`src/rtl/wb_arbiter.sv`:
```
// ---------------------------------------------------------------------------
// wb_arbiter
//
// Round-robin Wishbone bus arbiter with a bus watchdog. Grants the shared bus
// to one master per cyc tenure (no preemption) and aborts transfers whose
// slave never answers by pulsing tmo_err_o for one cycle while keeping the
// grant. All outputs are registered; there are no input-to-output
// combinational paths.
//
// Parameters:
//   MASTERS_NUM  number of requesting masters (1..8)
//   IDX_WIDTH    width of gnt_idx_o, >= max(1, clog2(MASTERS_NUM))
//   TIMEOUT      watchdog wait-state limit (0..65535), 0 disables it
//
// Ports:
//   clk_i        system clock
//   rst_i        synchronous active-low reset
//   m_cyc_i      per-master cyc, bit i = master i
//   m_stb_i      per-master stb
//   s_ack_i      ack from the selected slave (after the intercon mux)
//   s_err_i      err from the selected slave (after the intercon mux)
//   gnt_o        one-hot grant, zero when idle
//   gnt_idx_o    binary index of the granted master, holds when idle
//   gnt_valid_o  high while a grant is active
//   tmo_err_o    one-cycle watchdog abort pulse to the granted master
// ---------------------------------------------------------------------------
module wb_arbiter #(
  parameter int unsigned MASTERS_NUM = 2,
  parameter int unsigned IDX_WIDTH   = 1,
  parameter int unsigned TIMEOUT     = 255
) (
  input  logic                   clk_i,
  input  logic                   rst_i,
  input  logic [MASTERS_NUM-1:0] m_cyc_i,
  input  logic [MASTERS_NUM-1:0] m_stb_i,
  input  logic                   s_ack_i,
  input  logic                   s_err_i,
  output logic [MASTERS_NUM-1:0] gnt_o,
  output logic [IDX_WIDTH-1:0]   gnt_idx_o,
  output logic                   gnt_valid_o,
  output logic                   tmo_err_o
);

  localparam logic [15:0] TimeoutVal = 16'(TIMEOUT);
  localparam bit          WdEnable   = (TIMEOUT != 0);

  typedef enum logic [1:0] {
    StIdle,
    StGrant,
    StAbort
  } state_e;

  state_e                 r_state;
  logic [15:0]            r_wd_cnt;
  logic [MASTERS_NUM-1:0] r_gnt;
  // Index of the current/most recent grant; doubles as the round-robin
  // pointer (last_idx), since both always hold the same value.
  logic [IDX_WIDTH-1:0]   r_gnt_idx;
  logic                   r_gnt_valid;
  logic                   r_tmo_err;

  logic                   w_pick_found;
  logic [IDX_WIDTH-1:0]   w_pick_idx;
  logic [MASTERS_NUM-1:0] w_pick_oh;
  logic                   w_cur_cyc;
  logic                   w_cur_stb;
  logic                   w_done;

  // Round-robin pick: scan upward from last_idx+1 with wrap-around, so the
  // master just served has the lowest priority for the next tenure.
  always_comb begin
    int unsigned            cand;
    logic [MASTERS_NUM-1:0] cand_oh;
    w_pick_found = 1'b0;
    w_pick_idx   = r_gnt_idx;
    w_pick_oh    = '0;
    cand         = 0;
    cand_oh      = '0;
    for (int unsigned off = 1; off <= MASTERS_NUM; off++) begin
      cand    = (32'(r_gnt_idx) + off) % MASTERS_NUM;
      cand_oh = MASTERS_NUM'(1) << cand;
      if (!w_pick_found && (|(m_cyc_i & cand_oh))) begin
        w_pick_found = 1'b1;
        w_pick_idx   = IDX_WIDTH'(cand);
        w_pick_oh    = cand_oh;
      end
    end
  end

  // The grant vector is one-hot while a tenure is active, so masking with it
  // selects the owner's cyc/stb without a variable bit index.
  assign w_cur_cyc = |(m_cyc_i & r_gnt);
  assign w_cur_stb = |(m_stb_i & r_gnt);
  // ack and err together still count as a single completion.
  assign w_done    = s_ack_i | s_err_i;

  always_ff @(posedge clk_i) begin
    if (!rst_i) begin
      r_state     <= StIdle;
      r_wd_cnt    <= '0;
      r_gnt       <= '0;
      r_gnt_idx   <= IDX_WIDTH'(MASTERS_NUM - 1);
      r_gnt_valid <= 1'b0;
      r_tmo_err   <= 1'b0;
    end else begin
      r_tmo_err <= 1'b0;
      unique case (r_state)
        StIdle: begin
          r_wd_cnt <= '0;
          if (w_pick_found) begin
            r_gnt       <= w_pick_oh;
            r_gnt_idx   <= w_pick_idx;
            r_gnt_valid <= 1'b1;
            r_state     <= StGrant;
          end
        end

        StGrant: begin
          if (!w_cur_cyc) begin
            // Release has priority over a timeout on the same edge.
            r_gnt       <= '0;
            r_gnt_valid <= 1'b0;
            r_wd_cnt    <= '0;
            r_state     <= StIdle;
          end else if (WdEnable && w_cur_stb && !w_done) begin
            if (r_wd_cnt == TimeoutVal) begin
              r_tmo_err <= 1'b1;
              r_wd_cnt  <= '0;
              r_state   <= StAbort;
            end else begin
              r_wd_cnt <= r_wd_cnt + 16'd1;
            end
          end else begin
            // Completion (even on the limit cycle) or idle stb restarts it.
            r_wd_cnt <= '0;
          end
        end

        StAbort: begin
          r_wd_cnt <= '0;
          if (!w_cur_cyc) begin
            r_gnt       <= '0;
            r_gnt_valid <= 1'b0;
            r_state     <= StIdle;
          end else begin
            r_state <= StGrant;
          end
        end

        default: begin
          r_state     <= StIdle;
          r_gnt       <= '0;
          r_gnt_valid <= 1'b0;
          r_wd_cnt    <= '0;
        end
      endcase
    end
  end

  assign gnt_o       = r_gnt;
  assign gnt_idx_o   = r_gnt_idx;
  assign gnt_valid_o = r_gnt_valid;
  assign tmo_err_o   = r_tmo_err;

endmodule
```
`config.mk`:
```
export PLATFORM = sky130hd
export DESIGN_NAME = wb_arbiter
export DESIGN_NICKNAME = d
export VERILOG_FILES = /design/src/rtl/wb_arbiter.sv
export SDC_FILE = /design/constraint.sdc
export NUM_CORES = 1
export LEC_CHECK = 0
export CORE_ASPECT_RATIO = 1.4
export CORE_MARGIN = 1
export CORE_UTILIZATION = 35
export CTS_CLUSTER_DIAMETER = 150
export DETAILED_ROUTE_END_ITERATION = 10
export SYNTH_ARGS = -nofsm -noshare
export SYNTH_HDL_FRONTEND = slang
export SYNTH_SLANG_ARGS = --single-unit
```
`constraint.sdc`:
```
create_clock -name clk_i -period 4.6 [get_ports clk_i]
set_input_delay 0.46 -clock clk_i [delete_from_list [all_inputs] [get_ports clk_i]]
set_output_delay 0.46 -clock clk_i [all_outputs]
set_load 0.02 [all_outputs]
```
Word-level counts from Yosys, hierarchy flattened
Index checks and enable logic that the tools add are counted.
{"block": "op_classes", "eq_ne": 7, "shift": 2, "muxes": 19, "n_bitwise": 9, "reduce_logical": 16, "add_sub_neg": 3}
{"op": "$add A16 B1 Y16 const B", "count": 1}
{"op": "$eq A16 B8 Y1 const B", "count": 1}
{"op": "$mux W2", "count": 8}
{"op": "$reduce_or A2 Y1", "count": 5}
{"op": "$and A2 B2 Y2", "count": 4}
{"op": "$mux W1", "count": 8}
{"op": "$ne A3 B3 Y1 const B", "count": 2}
{"op": "$pmux W2 S3", "count": 1}
{"op": "$reduce_and A3 Y1", "count": 2}
{"op": "$reduce_or A5 Y1", "count": 1}
{"op": "$ne A2 B2 Y1 const B", "count": 2}
{"op": "$not A1 Y1", "count": 4}
{"op": "$pmux W2 S2", "count": 1}
{"op": "$reduce_and A4 Y1", "count": 1}
{"op": "$shl A1 B1 Y2 const A", "count": 2}
{"op": "$add A1 B1 Y1 const B", "count": 2}
{"op": "$eq A2 B1 Y1 const B", "count": 1}
{"op": "$eq A2 B2 Y1 const B", "count": 1}
{"op": "$logic_and A1 B1 Y1", "count": 2}
{"op": "$logic_not A1 Y1", "count": 2}
{"op": "$logic_not A2 Y1", "count": 1}
{"op": "$pmux W1 S2", "count": 1}
{"op": "$reduce_and A2 Y1", "count": 1}
{"op": "$reduce_bool A2 Y1", "count": 1}
{"op": "$or A1 B1 Y1", "count": 1}
{"block": "word_totals", "in_bits": 8, "ff_bits": 23}

Logic depth before layout (Yosys ltp)
Gate-level depths: netlist (run 1).
{"block": "logic_depth", "depth_word": 10, "mapped_depth": 6}

Worst setup path after synthesis (run 1)
OpenSTA, ideal clock, no wires.
{"block": "synth_path", "path_kind": "register to register", "startpoint": "register r_wd_cnt[8]", "endpoint": "register r_state[1]", "setup_time_ps": 116, "stages_incl_launch_ff": 5, "arrival_ps": 1874, "path_buffers": 0, "path_slack_ps": 2610, "path_cell_list": "dfxtp_1 > or4_1 > or4_4 > o31a_1 > a31o_1"}
{"block": "synth_between", "elab_chain_cells": 3}
{"item": "from (decl)", "line": "54", "text": "logic [15:0] r_wd_cnt;"}
{"item": "from (signal assigned)", "line": "131", "text": "r_wd_cnt <= r_wd_cnt + 16'd1;"}
{"item": "$eq A16 B8 Y1", "line": "126", "text": "if (r_wd_cnt == TimeoutVal) begin"}
{"item": "$ne A3 B3 Y1 (no source line)"}
{"item": "$reduce_and A3 Y1 (no source line)"}
{"item": "to (signal assigned)", "line": "124", "text": "r_state <= StIdle;"}
{"item": "to (signal assigned)", "line": "129", "text": "r_state <= StAbort;"}
{"item": "to (signal assigned)", "line": "144", "text": "r_state <= StIdle;"}
{"item": "to (decl)", "line": "53", "text": "state_e r_state;"}
No other way between the ends.
A chain may end at the register's enable or synchronous reset.

Worst setup path in the final report (run 1)
{"block": "layout_path", "startpoint": "register r_wd_cnt[0]", "endpoint": "register r_wd_cnt[2]"}
{"block": "layout_between", "elab_chain_cells": 2, "elab_cells_between_ends": 3, "classes_between": "1 x add/sub; 1 x eq/ne; 1 x reduce/logical"}
{"item": "branches (longest 2 deep; another with $add A16 B1 Y16)"}
Several ways; the timed one is not identified.

==> results of run 1 <==
cells in the mapped netlist:
library cell and number:
dfxtp_1 23, nor2_1 20, xnor2_1 13, nand2_1 8
inv_1 6, nor4_1 6, ha_1 5, nand3_1 5
a21oi_1 4, mux2i_1 4, nand4_1 4, nor2b_1 3
nor3_1 2, nor3b_1 2, or4_1 2, a21o_1 1
a22o_1 1, a22oi_1 1, a31o_1 1, and3_1 1
buf_2 1, nand3b_1 1, nand4b_1 1, o211ai_1 1
o31a_1 1, or3_1 1, or3b_2 1, or4_4 1
xor2_1 1
area by class of cell:
type                       count  area [um2]  share of cell area
multi-input combinational     91       594.3              0.4612
sequential                    23       460.4              0.3573
timing repair buffer          12       120.1             0.09320
tap                           37       46.29             0.03592
clock buffer                   4       45.04             0.03495
inverter                       6       22.52             0.01748
metrics by stage:
step / total power, uW / hold slack [ns] / setup WS [ns] / area (um2)
after CTS: 379.4 / 0.4692 / 2.371 / 1289
final: 373.2 / 0.4637 / 2.387 / 1289
after global routing: 392.2 / 0.4911 / 2.212 / 1289
after floorplan: 237.7 / 0.4295 / 2.610 / 1082
after detailed placement: 256.9 / 0.4510 / 2.339 / 1244
after global placement: 256.6 / 0.4460 / 2.391 / 1244
power by group:
| group | total [uW] | internal (uW) | switching [uW] |
|---|---|---|---|
| sequential | 208 | 204 | 4.54 |
| combinational | 43.5 | 23.0 | 20.5 |
| clock | 121 | 61.7 | 59.6 |
| total | 373 | 289 | 84.6 |
registers in the layout, summed over array words and instances, names as in the netlist:
name / count
gnt_o: 2
r_wd_cnt: 16
tmo_err_o: 1
gnt_valid_o: 1
r_state: 2
gnt_idx_o: 1
metal layers:
layer,vias to the layer above,GRT usage,share of wire
met5,-,0,0
met4,0,0.07721,0.020
met3,5,0.03153,0.053
met2,22,0.2604,0.50
met1,394,0.1560,0.42
li1,453,-,-
critical path: cells and delay by family (launching register included):
kind,cells,cell delay (ns)
AND/OR/NAND/NOR,4,1.49
flip-flops,1,0.38
adder cells (fa/ha/maj),1,0.21
cell families (layout without fill, tap and decap cells):
family | count (synthesis) | in the layout | share of synthesized area
xor+xnor | 14 | 14 | 0.1133
simple gates | 58 | 58 | 0.2775
fa+ha+maj | 5 | 5 | 0.05780
buf+inv | 7 | 22 | 0.02543
mux | 4 | 4 | 0.03700
compound gates | 10 | 10 | 0.06360
flops | 23 | 23 | 0.4254
worst max path at each step:
stage                     slack (ns)                    from                 endpoint  cells after the start
after floorplan                 2.61  r_wd_cnt[8]$_SDFF_PP0_  r_state[1]$_SDFFE_PN0P_                      4
after global placement          2.39              m_stb_i[0]   r_wd_cnt[2]$_SDFF_PP0_                      5
after detailed placement        2.34              m_stb_i[0]   r_wd_cnt[4]$_SDFF_PP0_                      5
after CTS                       2.37  r_wd_cnt[0]$_SDFF_PP0_   r_wd_cnt[9]$_SDFF_PP0_                      5
after global routing            2.21  r_wd_cnt[0]$_SDFF_PP0_   r_wd_cnt[6]$_SDFF_PP0_                      5
final                           2.39  r_wd_cnt[0]$_SDFF_PP0_   r_wd_cnt[2]$_SDFF_PP0_                      5
==> metrics.yaml, run 1 <==
grt_max_degree: 17
startpoint_type: "flop"
hold_class: "reg -> reg"
r2r_start: "r_wd_cnt[0]$_SDFF_PP0_"
cts_tree: "done"
final_hold_viol_count: 0
synth_area_leaders: "dfxtp_1 (43%), xnor2_1 (11%), nor2_1 (6.9%)"
slew_headroom: 0.5613
clk_pin_slew_ns: 0.07
diodes: 0
post_cts_buffers: 0
final_common_cell: "dfxtp_1"
avgSynthCellArea_um2: 8.945
clkLatencyLatePin_ns: 0.26
period_needed_ns: 2.213
gr-usage-all-layers: 0.1436
ys_types: 29
status: "completed"
path_class: "reg -> reg"
min_to: "r_wd_cnt[0]$_SDFF_PP0_"
placedCellCount: 169
rr_worst_depth: 5
ios: 13
core_mm2: 0.002907
antenna_found_initial: 0
synthCells: 121
grt_pass1_wl_um: 3650
max_stage_delay_ns: 0.63
ant_nets: 0
syn_area_mm2: 0.001082
cts_resized: 0
yosys.area.top_type_share: 0.4254
syn_to_final_growth_pct: 19.08
die_h_um: 67.80
via_count: 874
syn_nets: 134
cts_htree_levels: 1
final_cell_mix: "dfxtp_1 (23), nor2_1 (20), xnor2_1 (13)"
period_share: 0.4811
required_ns: 4.72
hp-start: "r_wd_cnt[0]$_SDFF_PP0_"
ys_ff_latch: 23
crit_fanout: 16
final_cells: 173
setup_viol: 0
viasPerCell: 5.052
drtPass1Iterations: 5
rrSetupSlack_ns: 2.39
grt_setup_unrepaired: "no"
min_path_cells: 1
end_kind: "flop"
ctsHoldBuffers: 0
yosysSeqAreaShare: 0.4254
routabilityCongestion: 0.8177
nNetsFinal: 150
synth_top_area_cell: "dfxtp_1"
drc: 0
peakVddDrop_v: 0.0001256
dieWidth_um: 49.00
portBuffers: 12
tightest_slew_ns: 0.6560
grt_overflow: 0
slowest_stage: "or4_4"
fill_cells: 292
wire_per_inst_um: 11.59
layout-drive-gt1-share: 0.03676
yosys_warnings: 0
critical_path.cell_chain: "ha_1 -> nand3_1 -> or4_4 -> nand3b_1 -> nor2_1"
p_per_area_mw_per_mm2: 289.6
cts_inserted_buffers: 3
leakagePower_uw: 0.0004343
arrival_ns: 2.34
fmax_ghz: 0.4519
skew_ns: 0.003915
setup_tns_ns: 0
final_util: 0.4434
routed_wl_um: 2005
core.rowCount: 23
drv_slew: 0
clockRootBuffer: "clkbuf_8"
cts_buffer_depth: 2
initial_utilization: 0.3724
initialDrtViolationCount: 13
dp.final_hpwl_um: 1484
cts_sinks: 23
maxCapViolCount: 0
grt_pass1_vias: 860
timing.rr.end: "r_wd_cnt[2]$_SDFF_PP0_"
die_area_mm2: 0.003322
(Power assumes the default switching activity.)
==> inputs of run 2 (changes only) <==
==> constraint.sdc (replaced) <==
create_clock -name clk_i -period 2.3 [get_ports clk_i]
set_input_delay 0.23 -clock clk_i [delete_from_list [all_inputs] [get_ports clk_i]]
set_output_delay 0.23 -clock clk_i [all_outputs]
set_load 0.02 [all_outputs]
==> run 2 against run 1 <==
Effect of this change: highest routed layer unchanged; sequential share of layout area decreased by 0.65 points; non-clock buffer count increased by 3; clock-buffer cell count decreased by 1; global-route usage increased by 0.47 points; routed wire length increased by 4.6%; cell count increased by 1.7%; register-to-register slack got worse by 2.1 ns; sequential power increased by 100%; critical path type unchanged; first-iteration DRC count increased by 110%; total power increased by 100%; critical endpoint is now r_state[1]$_SDFFE_PN0P_; utilization increased by 0.82 points.
==> metrics.yaml, run 2 (same netlist as run 1, synthesis figures left out) <==
status: "completed"
final_hold_viol_count: 0  # unchanged
initial_utilization: 0.3724  # unchanged
slew_headroom: 0.7055  # +0.1442
final_common_cell: "dfxtp_1"
rrSetupSlack_ns: 0.24  # -2.15 ns
cts_htree_levels: 1  # unchanged
max_stage_delay_ns: 0.53  # -0.10 ns
timing.rr.end: "r_state[1]$_SDFFE_PN0P_"
dp.final_hpwl_um: 1585  # +6.8%
viasPerCell: 5.136  # +1.7%
grt_pass1_vias: 883  # +2.7%
grt_setup_unrepaired: "no"
grt_max_degree: 17  # unchanged
nNetsFinal: 153  # +2.0%
diodes: 0  # unchanged
slowest_stage: "or4_1"
setup_viol: 0  # unchanged
grt_overflow: 0  # unchanged
skew_ns: 0.006093  # +0.002178 ns
seqPwrFrac: 0.551  # -0.007
required_ns: 2.46  # -2.26 ns
hold_class: "reg -> reg"
wire_per_inst_um: 11.91  # +2.8%
cp_num_buf_inv: 0  # unchanged
placed_area_mm2: 0.001266  # +1.8%
period_needed_ns: 2.060  # -0.1528 ns
gr-usage-all-layers: 0.1483  # +0.004716
rr_worst_depth: 4  # -1
r2r_start: "r_wd_cnt[8]$_SDFF_PP0_"
core.rowCount: 23  # unchanged
fmax_ghz: 0.4854  # +7.4%
clk_pin_slew_ns: 0.08  # about the same
arrival_ns: 2.22  # -0.12 ns
peakVddDrop_v: 0.0003885  # +210%
ant_nets: 0  # unchanged
die_area_mm2: 0.003322  # unchanged
cts_buffer_depth: 2  # unchanged
largest_reg_flops: 16  # unchanged
drtPass1Iterations: 4  # -1
crit_fanout: 6  # -10
tightest_slew_ns: 0.4408  # -0.2152 ns
leakagePower_uw: 0.0004495  # +3.5%
final_cells: 176  # +1.7%
initialDrtViolationCount: 27  # +14
final_cell_mix: "dfxtp_1 (23), nor2_1 (20), xnor2_1 (13)"
placedCellCount: 172  # +1.8%
cts_inserted_buffers: 3  # unchanged
p_sw_frac: 0.2395  # +0.01282
p_switching_uw: 181.0  # +110%
power.internal_uw: 574.8  # +99%
cts_resized: 0  # unchanged
min_path_cells: 1  # unchanged
period_share: 0.8957  # +0.4146
min_to: "r_wd_cnt[0]$_SDFF_PP0_"
drv_slew: 0  # unchanged
startpoint_type: "flop"
via_count: 904  # +3.4%
die_h_um: 67.80  # unchanged
layout-drive-gt1-share: 0.06475  # +0.02798
ctsHoldBuffers: 0  # unchanged
maxCapViolCount: 0  # unchanged
finalInstanceArea_mm2: 0.001313  # +1.8%
routabilityCongestion: 0.8304  # +1.6%
max_flop_register: "r_wd_cnt"
drc: 0  # unchanged
cts_tree: "done"
clockRootBuffer: "clkbuf_8"
setup_tns_ns: 0  # unchanged
ios: 13  # unchanged
power_frac_clock: 0.335  # +0.010
core_mm2: 0.002907  # unchanged
hp-start: "r_wd_cnt[0]$_SDFF_PP0_"
grt_pass1_wl_um: 3753  # +2.8%
path_class: "reg -> reg"
p_comb_frac: 0.114  # -0.003
cts_sinks: 23  # unchanged
p_per_area_mw_per_mm2: 575.9  # +99%
antenna_found_initial: 0  # unchanged
clkLatencyLatePin_ns: 0.27  # about the same
syn_to_final_growth_pct: 21.27
post_cts_buffers: 0  # unchanged
critical_path.cell_chain: "or4_1 -> or4_4 -> o31a_1 -> a31o_1"
routed_wl_um: 2097  # +4.6%
portBuffers: 12  # unchanged
end_kind: "flop"
dieWidth_um: 49.00  # unchanged
crit_family: "simple AND/OR/NAND/NOR gates"
## run 2: changes by cell type in the layout (fill, tap and decap cells not counted), sizes merged
cell	change
clkinv	+1
clkbuf	-1
buf	+3
## run 2: worst max-delay path by stage
stage                           startpoint                       to  slack (ns)  depth (start not counted)
floorplan           r_wd_cnt[8]$_SDFF_PP0_  r_state[1]$_SDFFE_PN0P_        0.31                          4
global placement    r_wd_cnt[8]$_SDFF_PP0_  r_state[1]$_SDFFE_PN0P_        0.27                          4
detailed placement  r_wd_cnt[8]$_SDFF_PP0_  r_state[1]$_SDFFE_PN0P_        0.25                          4
CTS                 r_wd_cnt[8]$_SDFF_PP0_  r_state[1]$_SDFFE_PN0P_        0.23                          4
global route        r_wd_cnt[8]$_SDFF_PP0_  r_state[1]$_SDFFE_PN0P_        0.19                          4
finish              r_wd_cnt[8]$_SDFF_PP0_  r_state[1]$_SDFFE_PN0P_        0.24                          4
## run 2: layout make-up
type	count	area (um2)
Inverter	6	22.52
Clock inverter	1	5.005
Fill cell	292	1594
Sequential cell	23	460.4
Multi-Input combinational cell	91	594.3
Clock buffer	3	41.29
Tap cell	37	46.29
Timing Repair Buffer	15	142.6
## run 2: worst register-to-register path, cell delays in order, from the launching register on
cell     delay (ns)
dfxtp_1        0.36
or4_1          0.53
or4_4          0.51
o31a_1         0.34
a31o_1         0.22
## run 2: power groups by stage
stage / Sequential, uW / Clock [uW] / Combinational (uW)
floorplan: 433 / 0 / 41.9
global placement: 426 / 0 / 86.4
detailed placement: 426 / 0 / 87.6
CTS: 417 / 258 / 87.8
global route: 419 / 277 / 94.7
finish: 416 / 253 / 86.5
## run 2: metrics by stage
step | hold WS, ns | util | total power (uW) | worst slack (ns)
detailed placement | 0.4570 | 0.4356 | 513.6 | 0.2492
CTS | 0.4781 | 0.4516 | 762.6 | 0.2334
global placement | 0.4487 | 0.4356 | 512.0 | 0.2749
finish | 0.4734 | 0.4516 | 755.8 | 0.2399
floorplan | 0.3189 | - | 475.4 | 0.3100
global route | 0.5101 | 0.4516 | 790.8 | 0.1853
## run 2: metal layers
metal | wire length (um) | part of all wire | track usage
met1 | 896 | 0.43 | 0.1558
met2 | 1090 | 0.52 | 0.2899
met3 | 72 | 0.034 | 0.02252
met4 | 37 | 0.018 | 0.06618
met5 | 0 | 0 | 0
